File: src/rtl/bcd_serial_addsub_ctrl_if.sv
// Host-side bundle for the serial BCD add/sub controller.
// Optional macro BCD_CIN_EN adds the cin request signal.
interface bcd_serial_addsub_ctrl_if #(
  parameter int NDIG = 2
);
  logic              start;
  logic              mode;
  logic [4*NDIG-1:0] a;
  logic [4*NDIG-1:0] b;
`ifdef BCD_CIN_EN
  logic              cin;
`endif
  logic              busy;
  logic              done;
  logic [4*NDIG-1:0] result;
  logic              cout;
  logic              neg;
  logic              err;

`ifdef BCD_CIN_EN
  modport master (output start, mode, a, b, cin, input busy, done, result, cout, neg, err);
  modport slave  (input start, mode, a, b, cin, output busy, done, result, cout, neg, err);
`else
  modport master (output start, mode, a, b, input busy, done, result, cout, neg, err);
  modport slave  (input start, mode, a, b, output busy, done, result, cout, neg, err);
`endif
endinterface

File: src/rtl/bcd_serial_addsub_ctrl.sv
// Multi-digit BCD add/subtract using one shared digit slice, LSD first.
// Optional macro BCD_CIN_EN: latches cin as the initial carry for add.
module bcd_serial_addsub_ctrl #(
  parameter int NDIG = 2
) (
  input  logic                          clk,
  input  logic                          rst_n,
  bcd_serial_addsub_ctrl_if.slave       bus
);
  localparam int W  = 4 * NDIG;
  localparam int IW = (NDIG > 1) ? $clog2(NDIG) : 1;

  typedef enum logic [1:0] {IDLE, ADD, FIX, DONE} state_t;

  state_t          state_reg;
  logic [W-1:0]    a_reg;
  logic [W-1:0]    b_reg;
  logic            mode_reg;
  logic [IW-1:0]   idx_reg;
  logic            carry_reg;
  logic            busy_reg;
  logic            done_reg;
  logic [W-1:0]    result_reg;
  logic            cout_reg;
  logic            neg_reg;
  logic            err_reg;

  logic [IW+1:0]   base;
  logic [3:0]      dig_a;
  logic [3:0]      dig_b;
  logic [4:0]      dig_sum;
  logic            dig_carry;
  logic [3:0]      dig_new;
  logic            last_dig;
  logic [2*NDIG-1:0] dig_bad;
  logic            any_bad;
  logic            cin_init;

  assign bus.busy   = busy_reg;
  assign bus.done   = done_reg;
  assign bus.result = result_reg;
  assign bus.cout   = cout_reg;
  assign bus.neg    = neg_reg;
  assign bus.err    = err_reg;

`ifdef BCD_CIN_EN
  assign cin_init = bus.cin;
`else
  assign cin_init = 1'b0;
`endif

  genvar gi;
  generate
    for (gi = 0; gi < NDIG; gi++) begin : g_chk
      assign dig_bad[gi]        = bus.a[4*gi +: 4] > 4'd9;
      assign dig_bad[NDIG + gi] = bus.b[4*gi +: 4] > 4'd9;
    end
  endgenerate
  assign any_bad  = |dig_bad;
  assign last_dig = (idx_reg == IW'(NDIG - 1));

  // Shared digit slice: ADD uses a + (b or 9-b), FIX recomplements the stored digit.
  always_comb begin
    base  = {idx_reg, 2'b00};
    dig_a = a_reg[base +: 4];
    dig_b = mode_reg ? (4'd9 - b_reg[base +: 4]) : b_reg[base +: 4];
    if (state_reg == FIX) begin
      dig_a = 4'd9 - result_reg[base +: 4];
      dig_b = 4'd0;
    end
    dig_sum   = {1'b0, dig_a} + {1'b0, dig_b} + {4'd0, carry_reg};
    dig_carry = (dig_sum > 5'd9);
    dig_new   = dig_carry ? (dig_sum[3:0] + 4'd6) : dig_sum[3:0];
  end

  always_ff @(posedge clk or negedge rst_n) begin
    if (!rst_n) begin
      state_reg  <= IDLE;
      a_reg      <= '0;
      b_reg      <= '0;
      mode_reg   <= 1'b0;
      idx_reg    <= '0;
      carry_reg  <= 1'b0;
      busy_reg   <= 1'b0;
      done_reg   <= 1'b0;
      result_reg <= '0;
      cout_reg   <= 1'b0;
      neg_reg    <= 1'b0;
      err_reg    <= 1'b0;
    end else begin
      case (state_reg)
        IDLE: begin
          if (bus.start && !busy_reg) begin
            a_reg    <= bus.a;
            b_reg    <= bus.b;
            mode_reg <= bus.mode;
            idx_reg  <= '0;
            err_reg  <= any_bad;
            if (any_bad) begin
              result_reg <= '0;
              cout_reg   <= 1'b0;
              neg_reg    <= 1'b0;
              done_reg   <= 1'b1;
              state_reg  <= DONE;
            end else begin
              carry_reg <= bus.mode ? 1'b1 : cin_init;
              busy_reg  <= 1'b1;
              state_reg <= ADD;
            end
          end
        end
        ADD: begin
          result_reg[base +: 4] <= dig_new;
          carry_reg             <= dig_carry;
          if (last_dig) begin
            if (!mode_reg || dig_carry) begin
              cout_reg  <= mode_reg ? 1'b0 : dig_carry;
              neg_reg   <= 1'b0;
              busy_reg  <= 1'b0;
              done_reg  <= 1'b1;
              state_reg <= DONE;
            end else begin
              // No end-around carry: A<B, so recomplement the digits in place.
              cout_reg  <= 1'b0;
              neg_reg   <= 1'b1;
              idx_reg   <= '0;
              carry_reg <= 1'b1;
              state_reg <= FIX;
            end
          end else begin
            idx_reg <= idx_reg + 1'b1;
          end
        end
        FIX: begin
          result_reg[base +: 4] <= dig_new;
          carry_reg             <= dig_carry;
          if (last_dig) begin
            busy_reg  <= 1'b0;
            done_reg  <= 1'b1;
            state_reg <= DONE;
          end else begin
            idx_reg <= idx_reg + 1'b1;
          end
        end
        DONE: begin
          done_reg  <= 1'b0;
          state_reg <= IDLE;
        end
        default: state_reg <= IDLE;
      endcase
    end
  end
endmodule

File: src/flat_wrapper.sv
// flat-port wrapper written by rule: the top's interface ports become plain ports
module bcd_serial_addsub_ctrl_flat 
#(
  parameter int NDIG = 2
)
  (clk, rst_n, bus_start, bus_mode, bus_a, bus_b, bus_busy, bus_done, bus_result, bus_cout, bus_neg, bus_err);
  bcd_serial_addsub_ctrl_if #(.NDIG(NDIG)) bus_i ();
  input  logic clk;
  input  logic rst_n;
  input wire logic [$bits(bus_i.start)-1:0] bus_start;
  input wire logic [$bits(bus_i.mode)-1:0] bus_mode;
  input wire logic [$bits(bus_i.a)-1:0] bus_a;
  input wire logic [$bits(bus_i.b)-1:0] bus_b;
  output wire logic [$bits(bus_i.busy)-1:0] bus_busy;
  output wire logic [$bits(bus_i.done)-1:0] bus_done;
  output wire logic [$bits(bus_i.result)-1:0] bus_result;
  output wire logic [$bits(bus_i.cout)-1:0] bus_cout;
  output wire logic [$bits(bus_i.neg)-1:0] bus_neg;
  output wire logic [$bits(bus_i.err)-1:0] bus_err;
  assign bus_i.start = bus_start;
  assign bus_i.mode = bus_mode;
  assign bus_i.a = bus_a;
  assign bus_i.b = bus_b;
  assign bus_busy = bus_i.busy;
  assign bus_done = bus_i.done;
  assign bus_result = bus_i.result;
  assign bus_cout = bus_i.cout;
  assign bus_neg = bus_i.neg;
  assign bus_err = bus_i.err;
  bcd_serial_addsub_ctrl #(.NDIG(NDIG)) u_core (.clk(clk), .rst_n(rst_n), .bus(bus_i));
endmodule
File: config.mk
export PLATFORM = sky130hd
export DESIGN_NAME = bcd_serial_addsub_ctrl_flat
export DESIGN_NICKNAME = d
export VERILOG_FILES = /design/src/rtl/bcd_serial_addsub_ctrl_if.sv /design/src/rtl/bcd_serial_addsub_ctrl.sv /design/src/flat_wrapper.sv
export SDC_FILE = /design/constraint.sdc
export NUM_CORES = 1
export LEC_CHECK = 0
export ABC_AREA = 0
export CAP_MARGIN = 20
export CORE_MARGIN = 4
export CORE_UTILIZATION = 25
export CTS_BUF_LIST = sky130_fd_sc_hd__clkbuf_8
export DETAILED_ROUTE_END_ITERATION = 12
export SETUP_SLACK_MARGIN = 0.15
export SYNTH_ARGS = -nofsm -noshare
export SYNTH_HDL_FRONTEND = slang
export SYNTH_SLANG_ARGS = --single-unit
File: constraint.sdc
create_clock -name clk -period 6 [get_ports clk]
set_input_delay 1.8 -clock clk [delete_from_list [all_inputs] [get_ports clk]]
set_output_delay 1.8 -clock clk [all_outputs]
set_load 0.1 [all_outputs]
* After elaboration in Yosys (flattened, before gate mapping)
Cells that the tools add are included.
** Storage, ports and cells
- Output and inout bits :: 13
- Input port bits :: 20
- Register bits :: 34
- Bits in latches :: 0
- Memories kept :: 0
- RAM bits :: 0
- Bits in read-only memories :: 0
** Operators by class
- Equal/unequal tests :: 9
- Bitwise gates (word level) :: 0
- Reduce and logical (&&, ||, !) cells :: 18
- $lt $le $gt $ge :: 5
- Multipliers :: 0
- Multiplexer cells :: 46
- $add $sub $neg :: 7
- Divide/modulo/power cells :: 0
- Shift-type cells :: 5
** Operators by type and width (count)
- 1-bit two-way mux :: 27
- 8-bit by 4-bit indexed part select with 4-bit output :: 3
- 4-bit greater-than comparator (second input constant) :: 4
- 4-bit two-way mux :: 4
- 8-bit two-way mux :: 2
- 8-bit case mux with 2 select lines :: 1
- 2-bit by 1-bit != test with 1-bit output (second input constant) :: 5
- 1-bit case mux with 3 select lines :: 3
- 3-bit AND reduction :: 3
- 8-bit bitwise mux :: 1
- 2-bit two-way mux :: 4
- 2-bit case mux with 4 select lines :: 1
- 4-bit by 5-bit variable shift with 8-bit output (first input constant) :: 1
- 4-bit by 5-bit indexed part select with 8-bit output :: 1
- 4-bit subtractor (first input constant) :: 2
- 6-bit AND reduction :: 1
- 4-bit by 4-bit adder with 5-bit output :: 1
- 5-bit by 1-bit adder with 5-bit output :: 1
- 5-bit by 4-bit greater-than comparator with 1-bit output (second input constant) :: 1
- 3-bit negator with 5-bit output :: 1
- 5-bit AND reduction :: 1
- 4-bit by 3-bit adder with 4-bit output (second input constant) :: 1
- 2-bit equality test (second input constant) :: 2
- 1-bit case mux with 2 select lines :: 2
- 14 further kinds :: 17

* Depth between registers and ports, before layout
Gate-level depths: netlist of the first run.
- Depth in word-level cells :: 11
- Mapped depth :: 13
- Depth with buffers taken out :: 12

* Least setup slack after synthesis of the first run
Ideal clock, no wire load.
- Kind :: register to register
- Start point :: register u_core.idx_reg
- End point :: register u_core.result_reg[2] (netlist: u_core.bus.result[2])
- Stages on the path, launching flop included :: 14
- Path slack :: 2667 ps
- Clock period less this slack :: 3333 ps
- Required time :: 5931 ps
- Setup time :: 69 ps
- Path buffers :: 2
- Data arrival time :: 3263 ps
- Path through :: dfrtp_1 > buf_2 > buf_1 > mux2i_1 > ha_1 > a21oi_1 > nor2_1 > ha_1 > xnor2_1 > ha_1 > a22o_1 > o31ai_4 > mux2i_1 > a22o_1
** Between the ends
- Word-level cells in the longest chain between the ends :: 11
- Elaborated cells on any way between the ends :: 18
- Classes of those cells :: 6 x add/sub; 1 x order compare; 5 x shift; 6 x mux
** Ends and longest elaborated chain
- start: declaration :: RTL line bcd_serial_addsub_ctrl.sv:19 : logic [IW-1:0] idx_reg;
- start signal: assignment :: RTL line bcd_serial_addsub_ctrl.sv:131 : idx_reg <= idx_reg + 1'b1;
- start signal: assignment :: RTL line bcd_serial_addsub_ctrl.sv:142 : idx_reg <= idx_reg + 1'b1;
- 8-bit by 4-bit indexed part select with 4-bit output :: RTL line bcd_serial_addsub_ctrl.sv:66 : dig_b = mode_reg ? (4'd9 - b_reg[base +: 4]) : b_reg[base +: 4];
- 4-bit subtractor :: RTL line bcd_serial_addsub_ctrl.sv:66
- 4-bit two-way mux :: RTL line bcd_serial_addsub_ctrl.sv:66
- 4-bit two-way mux :: RTL line bcd_serial_addsub_ctrl.sv:67 : if (state_reg == FIX) begin
- 4-bit by 4-bit adder with 5-bit output :: RTL line bcd_serial_addsub_ctrl.sv:71 : dig_sum = {1'b0, dig_a} + {1'b0, dig_b} + {4'd0, carry_reg};
- 5-bit by 1-bit adder with 5-bit output :: RTL line bcd_serial_addsub_ctrl.sv:71
- 4-bit by 3-bit adder with 4-bit output / 5-bit by 4-bit greater-than comparator with 1-bit output (equally long branches) :: RTL line bcd_serial_addsub_ctrl.sv:73, bcd_serial_addsub_ctrl.sv:72
- 4-bit two-way mux :: RTL line bcd_serial_addsub_ctrl.sv:73 : dig_new = dig_carry ? (dig_sum[3:0] + 4'd6) : dig_sum[3:0];
- 4-bit by 5-bit indexed part select with 8-bit output :: RTL line bcd_serial_addsub_ctrl.sv:113, bcd_serial_addsub_ctrl.sv:135
- 8-bit bitwise mux (*) :: RTL line bcd_serial_addsub_ctrl.sv:113, bcd_serial_addsub_ctrl.sv:135
- 8-bit case mux with 2 select lines (*) :: RTL line bcd_serial_addsub_ctrl.sv:91 : case (state_reg)
- end signal: indexed assignment :: RTL line bcd_serial_addsub_ctrl.sv:113 : result_reg[base +: 4] <= dig_new;
- end signal: indexed assignment :: RTL line bcd_serial_addsub_ctrl.sv:135 : result_reg[base +: 4] <= dig_new;
- end: declaration :: RTL line bcd_serial_addsub_ctrl.sv:23 : logic [W-1:0] result_reg;
Every way passes the cells marked *; elsewhere a longest branch is shown, timed or not.
A chain may end at the register's enable or synchronous reset.

* Worst setup path after layout of the first run
Same ends and word-level chain as after synthesis.

==> results of run 1 <==
==> cells in the mapped netlist (2+ instances only) <==
cell	count	share of area
a211oi_1	4	0.015
a21o_1	2	0.0074
a21oi_1	7	0.017
a22o_1	7	0.030
a32o_1	2	0.0099
clkbuf_1	7	0.013
dfrtp_1	34	0.42
fa_1	2	0.020
ha_1	11	0.068
inv_1	12	0.022
mux2_2	16	0.089
mux2i_1	12	0.059
nand2_1	12	0.022
nand2b_1	3	0.0092
nand3_1	4	0.0099
nor2_1	12	0.022
nor2b_1	3	0.0092
o211ai_1	2	0.0074
o21ai_0	12	0.030
o22ai_1	2	0.0062
o2bb2ai_1	2	0.0086
xnor2_1	5	0.022
==> cells by family (layout without fill, tap and decap cells) <==
group,after synthesis,after routing,share of synthesized area
AOI/OAI and AO/OA,50,50,0.1830
and+or+nand+nor,39,39,0.09057
DFF,34,34,0.4190
muxes,29,29,0.1590
buffers and inverters,21,51,0.03943
adders and majority gates,13,13,0.08749
xor gates and xnor gates,5,5,0.02156
==> layout make-up <==
type / count / area, um^2 / area share
inverters: 12 / 45.04 / 0.01778
flip-flops and latches: 34 / 850.8 / 0.3358
multi-input cells: 136 / 1100 / 0.4341
clock buffers: 6 / 82.58 / 0.03259
repair buffers: 33 / 327.8 / 0.1294
well taps: 102 / 127.6 / 0.05037
==> final timing paths <==
path / start / end / slack, ns / cells past startpoint
max: u_core.idx_reg$_DFFE_PN0P_ / u_core.bus.result[2]$_DFFE_PN0P_ / 2.24 / 10
min: u_core.bus.cout$_DFFE_PN0P_ / u_core.bus.cout$_DFFE_PN0P_ / 0.49 / 1
max reg2reg: u_core.idx_reg$_DFFE_PN0P_ / u_core.bus.result[2]$_DFFE_PN0P_ / 2.24 / 10
min reg2reg: u_core.bus.cout$_DFFE_PN0P_ / u_core.bus.cout$_DFFE_PN0P_ / 0.49 / 1
max in group asynchronous: rst_n / u_core.a_reg[6]$_DFFE_PN0P_ / 3.76 / 2
min in group asynchronous: rst_n / u_core.state_reg[0]$_DFFE_PN0P_ / 1.91 / 2
==> metrics by stage <==
step | hold WS (ns) | instance area, um^2 | std cells | util
2_1_floorplan | 0.4712 | 2031 | 191 | -
3_3_place_gp | 0.4797 | 2451 | 317 | 0.3139
3_5_place_dp | 0.4849 | 2451 | 317 | 0.3139
4_1_cts | 0.4995 | 2534 | 323 | 0.3245
5_1_grt | 0.5141 | 2534 | 323 | 0.3245
6_report | 0.4944 | 2534 | 323 | 0.3245
==> worst max-delay path, delay by kind of cell (launching register included) <==
family,cells,cell delay [ns]
muxes,2,0.93
buffers and inverters,1,0.09
AOI/OAI and AO/OA,3,0.82
DFF,1,0.88
xor gates and xnor gates,1,0.12
adders and majority gates,3,0.85
==> metal layers <==
metal,GRT usage,vias to the layer above
li1,-,745
met1,0.1333,739
met2,0.1487,38
met3,0.03071,5
met4,0.02875,0
met5,0,-
==> metrics, run 1 <==
Final ANT Viol Nets=0; Crit path largest cell delay=0.88 ns; top sig layer=met4; die area=9629 um^2; Setup crit start kind=flip-flop; Clk pin slew, worst setup/hold paths=0.08 ns; Post-Syn Area=2031 um^2; number of CTS-inserted buffers=5; Synth-to-Final Area Change=24.77%; Starting Density=0.2601; CP cell instances=mux4_2, fa_1, inv_1, fa_1, xnor2_1, ha_1, a22o_1, o31ai_4, mux2i_1, a22o_1; Max Slew Vio Count=0; core area=7807 um^2; sequential share of the synthesized area=0.4190; Mean Syn Cell Area=10.63 um^2; commonest non-fill, non-tap cells in the layout=dfrtp_1, clkdlybuf4s50_1, mux2_2; Post-Syn Nets=224; fin crit period=3.758 ns; worst endpoint data arrival time=3.98 ns; worst slack, placed=2.281 ns; wire length on met2=2020 um; Crit Path Class=reg2reg; WL/cell=13.86 um; fin crit share=0.6264; diodes inserted=0; setup tns final=0 ns; # Max-Cap Violations=0; required time worst endpoint=6.23 ns; wire length on met1=2117 um; FMAX=266.1 MHz; initial antenna violation count=0; Placer Congestion=0.7568; cell count after synthesis=191; Via density=4.728; DRC viols=0; number of setup violations in the final report=0; Fill cells=807; clk_lat worst skew=0.29 ns; Worst Tran Pin Value=0.9824 ns; initial DRC count=30; Port Buffer Count=32; Synth cell types=40; largest net degree at the start of global routing=35; # resized after CTS=0; clock skew=0.01193 ns; number of global-route vias before repair=1,532; Overflow after GRT=0; min-delay worst type=reg2reg; share of cells above drive strength 1=0.1222; synthesis warning total=0; max_slew headroom=0.3430; via count=1,527; Final Worst Setup Slack=2.242 ns; TritonCTS clock tree=built; Post-synth ARST share=1.000; setup bufs post-CTS=0; met3 wire length=279 um; Die Height=98.13 um; clk buf depth=2; GRT Overall Usage=0.09770; Fin. Hold Viols=0; Synth Register Bits=34; post-DP HPWL=3426 um; status=complete, no violations; RSZ-0062 raised after global routing=false; layout net count=255; die width=98.13 um; io pins=33; CTS H-tree lvls=2; critical path's slowest cell=dfrtp_1; Worst Setup End Kind=flip-flop; Synth Flop Type=dfrtp_1; first-pass GRT wire length=7534 um; wirelength, routed=4476 um; clock sinks=34; router iterations before antenna repair=4; Cell Rows=32; number of synthesized flops with an enable pin=0; CTS root buf=clkbuf_8; Critical Path Fanout Max=19; commonest non-fill, non-tap cell in the layout=dfrtp_1; cts hold-fix bufs=0
Power of run 1 is left out: the tool's default activity adds up to more than one toggle a clock period on the data nets, which glitch-free logic cannot reach.
==> inputs of run 2 (changes only) <==
clock period = 3.5 ns   (was 6 ns; I/O delays follow)
==> run 2 against run 1 <==
Against the previous run: clock skew shrank 0.0028 ns; fmax increased by 21%; cell count increased by 2.8%; hold slack better by 0.0031 ns; setup slack worse by 1.9 ns; clock-buffer cell count stayed put; core utilization rose by 0.93 points; design area rose by 2.9%; highest routed layer unchanged; sequential share of layout area shrank 0.84 points; first-iteration DRC count rose by 53%; global-route usage increased by 0.17 points; via count up 1.4%.
==> metrics, run 2 (synthesis gave the netlist of run 1 again) <==
status=complete, no violations (unchanged); DRC viols=0 (unchanged); first-pass GRT wire length=7686 um (was 7534 um); clk buf depth=2 (unchanged); diodes inserted=0 (unchanged); max_slew headroom=0.6234 (was 0.3430); number of setup violations in the final report=0 (unchanged); Crit Reg-Reg Endpoint=u_core.bus.result[2]$_DFFE_PN0P_ (unchanged); RSZ-0062 raised after global routing=false (unchanged); required time worst endpoint=3.72 ns (was 6.23 ns); via count=1,549 (was 1,527); clk_lat worst skew=0.29 ns (about the same); Hold Path Origin=u_core.bus.err$_DFFE_PN0P_ (was u_core.bus.cout$_DFFE_PN0P_); cts hold-fix bufs=0 (unchanged); reg2reg start=u_core.state_reg[0]$_DFFE_PN0P_ (was u_core.idx_reg$_DFFE_PN0P_); placed cell count=323 (was 317); Die Height=98.13 um (unchanged); die width=98.13 um (unchanged); share of cells above drive strength 1=0.2478 (was 0.1222); TritonCTS clock tree=built (unchanged); fin crit share=0.8899 (was 0.6264); # Max-Cap Violations=0 (unchanged); initial DRC count=46 (was 30); CTS root buf=clkbuf_8 (unchanged); commonest non-fill, non-tap cells in the layout=dfrtp_1, buf_4, clkdlybuf4s50_1 (was dfrtp_1, clkdlybuf4s50_1, mux2_2); Final ANT Viol Nets=0 (unchanged); Placer Congestion=0.8351 (was 0.7568); CTS H-tree lvls=2 (unchanged); Setup crit start kind=flip-flop (unchanged); commonest non-fill, non-tap cell in the layout=dfrtp_1 (unchanged); clock sinks=34 (unchanged); number of CTS-inserted buffers=5 (unchanged); cells on worst reg2reg path=13 (was 10); Reg2Reg Setup Slack=0.39 ns (was 2.24 ns); post-DP HPWL=3603 um (was 3426 um); FMAX=321.1 MHz (was 266.1 MHz); largest net degree at the start of global routing=35 (unchanged); Starting Density=0.2601 (unchanged); Worst Setup End Kind=flip-flop (unchanged); Clk pin slew, worst setup/hold paths=0.07 ns (was 0.08 ns); router iterations before antenna repair=4 (unchanged); Cell Rows=32 (unchanged); Synth-to-Final Area Change=28.34% (was 24.77%); Worst Tran Pin Value=0.5637 ns (was 0.9824 ns); Crit path largest cell delay=0.43 ns (was 0.88 ns); min-delay worst type=reg2reg (unchanged); Max Slew Vio Count=0 (unchanged); layout net count=262 (was 255); setup tns final=0 ns (unchanged); Hold Path Sink=u_core.bus.err$_DFFE_PN0P_ (was u_core.bus.cout$_DFFE_PN0P_); wirelength, routed=4549 um (was 4476 um); die area=9629 um^2 (unchanged); Fill cells=809 (was 807); FF/Latch Area=853.3 um^2 (was 850.8 um^2); Hold Path Stages=2 (was 1); GRT Overall Usage=0.09942 (was 0.09770); initial antenna violation count=0 (unchanged); Port Buffer Count=32 (unchanged); number of global-route vias before repair=1,552 (was 1,532); count of non-filler cells in the finished layout=332 (was 323); Crit Path Class=reg2reg (unchanged); io pins=33 (unchanged); worst endpoint data arrival time=3.33 ns (was 3.98 ns); Fin. Hold Viols=0 (unchanged); core area=7807 um^2 (unchanged); Via density=4.666 (was 4.728); clock skew=0.009150 ns (was 0.01193 ns); Overflow after GRT=0 (unchanged); CP cell instances=inv_2, ha_4, mux4_2, fa_1, inv_1, fa_2, xnor2_2, ha_2, a22o_4, o31ai_4, buf_6, mux2i_2, a22o_1 (was mux4_2, fa_1, inv_1, fa_1, xnor2_1, ha_1, a22o_1, o31ai_4, mux2i_1, a22o_1); WL/cell=13.70 um (was 13.86 um); multi-input logic area=1137 um^2 (was 1100 um^2); Top delay family on crit path=adder cells (was multiplexers); Critical Path Fanout Max=9 (was 19); Buffers & Inverters on Critical Path=3 (was 1); critical path's slowest cell=dfrtp_2 (was dfrtp_1); fin crit period=3.115 ns (was 3.758 ns)
## run 2: cell count changes in the layout (fill, tap and decap cells not counted), moves of 2 or more
cell and delta:
dfrtp_1 -2, buf_4 +19, clkdlybuf4s50_1 -13, ha_1 -2
dfrtp_2 +2
## run 2: repair_timing
action | 4_1_cts | 5_1_grt
resized for setup | 0 | 11
buffers inserted | 0 | 1
hold endpoints to repair | 0 | 0
endpoints found under the setup margin | 0 | 13
## run 2: through the flow
step,hold slack [ns],area (um^2),worst slack [ns],utilization
3_5_place_dp,0.4860,2464,0.1882,0.3155
2_1_floorplan,0.4712,2031,0.1675,-
4_1_cts,0.5017,2555,0.1642,0.3272
5_1_grt,0.5293,2606,0.1870,0.3338
3_3_place_gp,0.4813,2464,0.2702,0.3155
6_report,0.4976,2606,0.3854,0.3338
## run 2: worst min-delay path: cells and delay by family (launching register included)
kind               cells  cell delay, ns
AOI/OAI and AO/OA      1            0.06
and+or+nand+nor        1            0.05
DFF                    1            0.36
## run 2: how the worst max path moves through the flow
stage	start	endpoint	slack (ns)	cells past startpoint
6_report	u_core.state_reg[0]$_DFFE_PN0P_	u_core.bus.result[2]$_DFFE_PN0P_	0.39	13
4_1_cts	u_core.state_reg[0]$_DFFE_PN0P_	u_core.bus.done$_DFFE_PN0P_	0.16	13
3_3_place_gp	u_core.state_reg[0]$_DFFE_PN0P_	u_core.bus.done$_DFFE_PN0P_	0.27	13
5_1_grt	u_core.state_reg[0]$_DFFE_PN0P_	u_core.bus.result[6]$_DFFE_PN0P_	0.19	13
2_1_floorplan	u_core.idx_reg$_DFFE_PN0P_	u_core.bus.result[6]$_DFFE_PN0P_	0.17	13
3_5_place_dp	u_core.state_reg[0]$_DFFE_PN0P_	u_core.bus.busy$_DFFE_PN0P_	0.19	13
## run 2: area by class of cell
class,count,area share
clock buffers,6,0.03169
clock inverters,2,0.003361
inverters,12,0.01728
multi-input cells,136,0.4364
flip-flops and latches,34,0.3274
well taps,102,0.04897
repair buffers,40,0.1349
## run 2: layer usage
layer,share of wire,track usage
met5,0,0
met4,0.0097,0.02236
met3,0.068,0.03429
met2,0.45,0.1503
met1,0.47,0.1376
Power of run 2 is left out for the same reason.
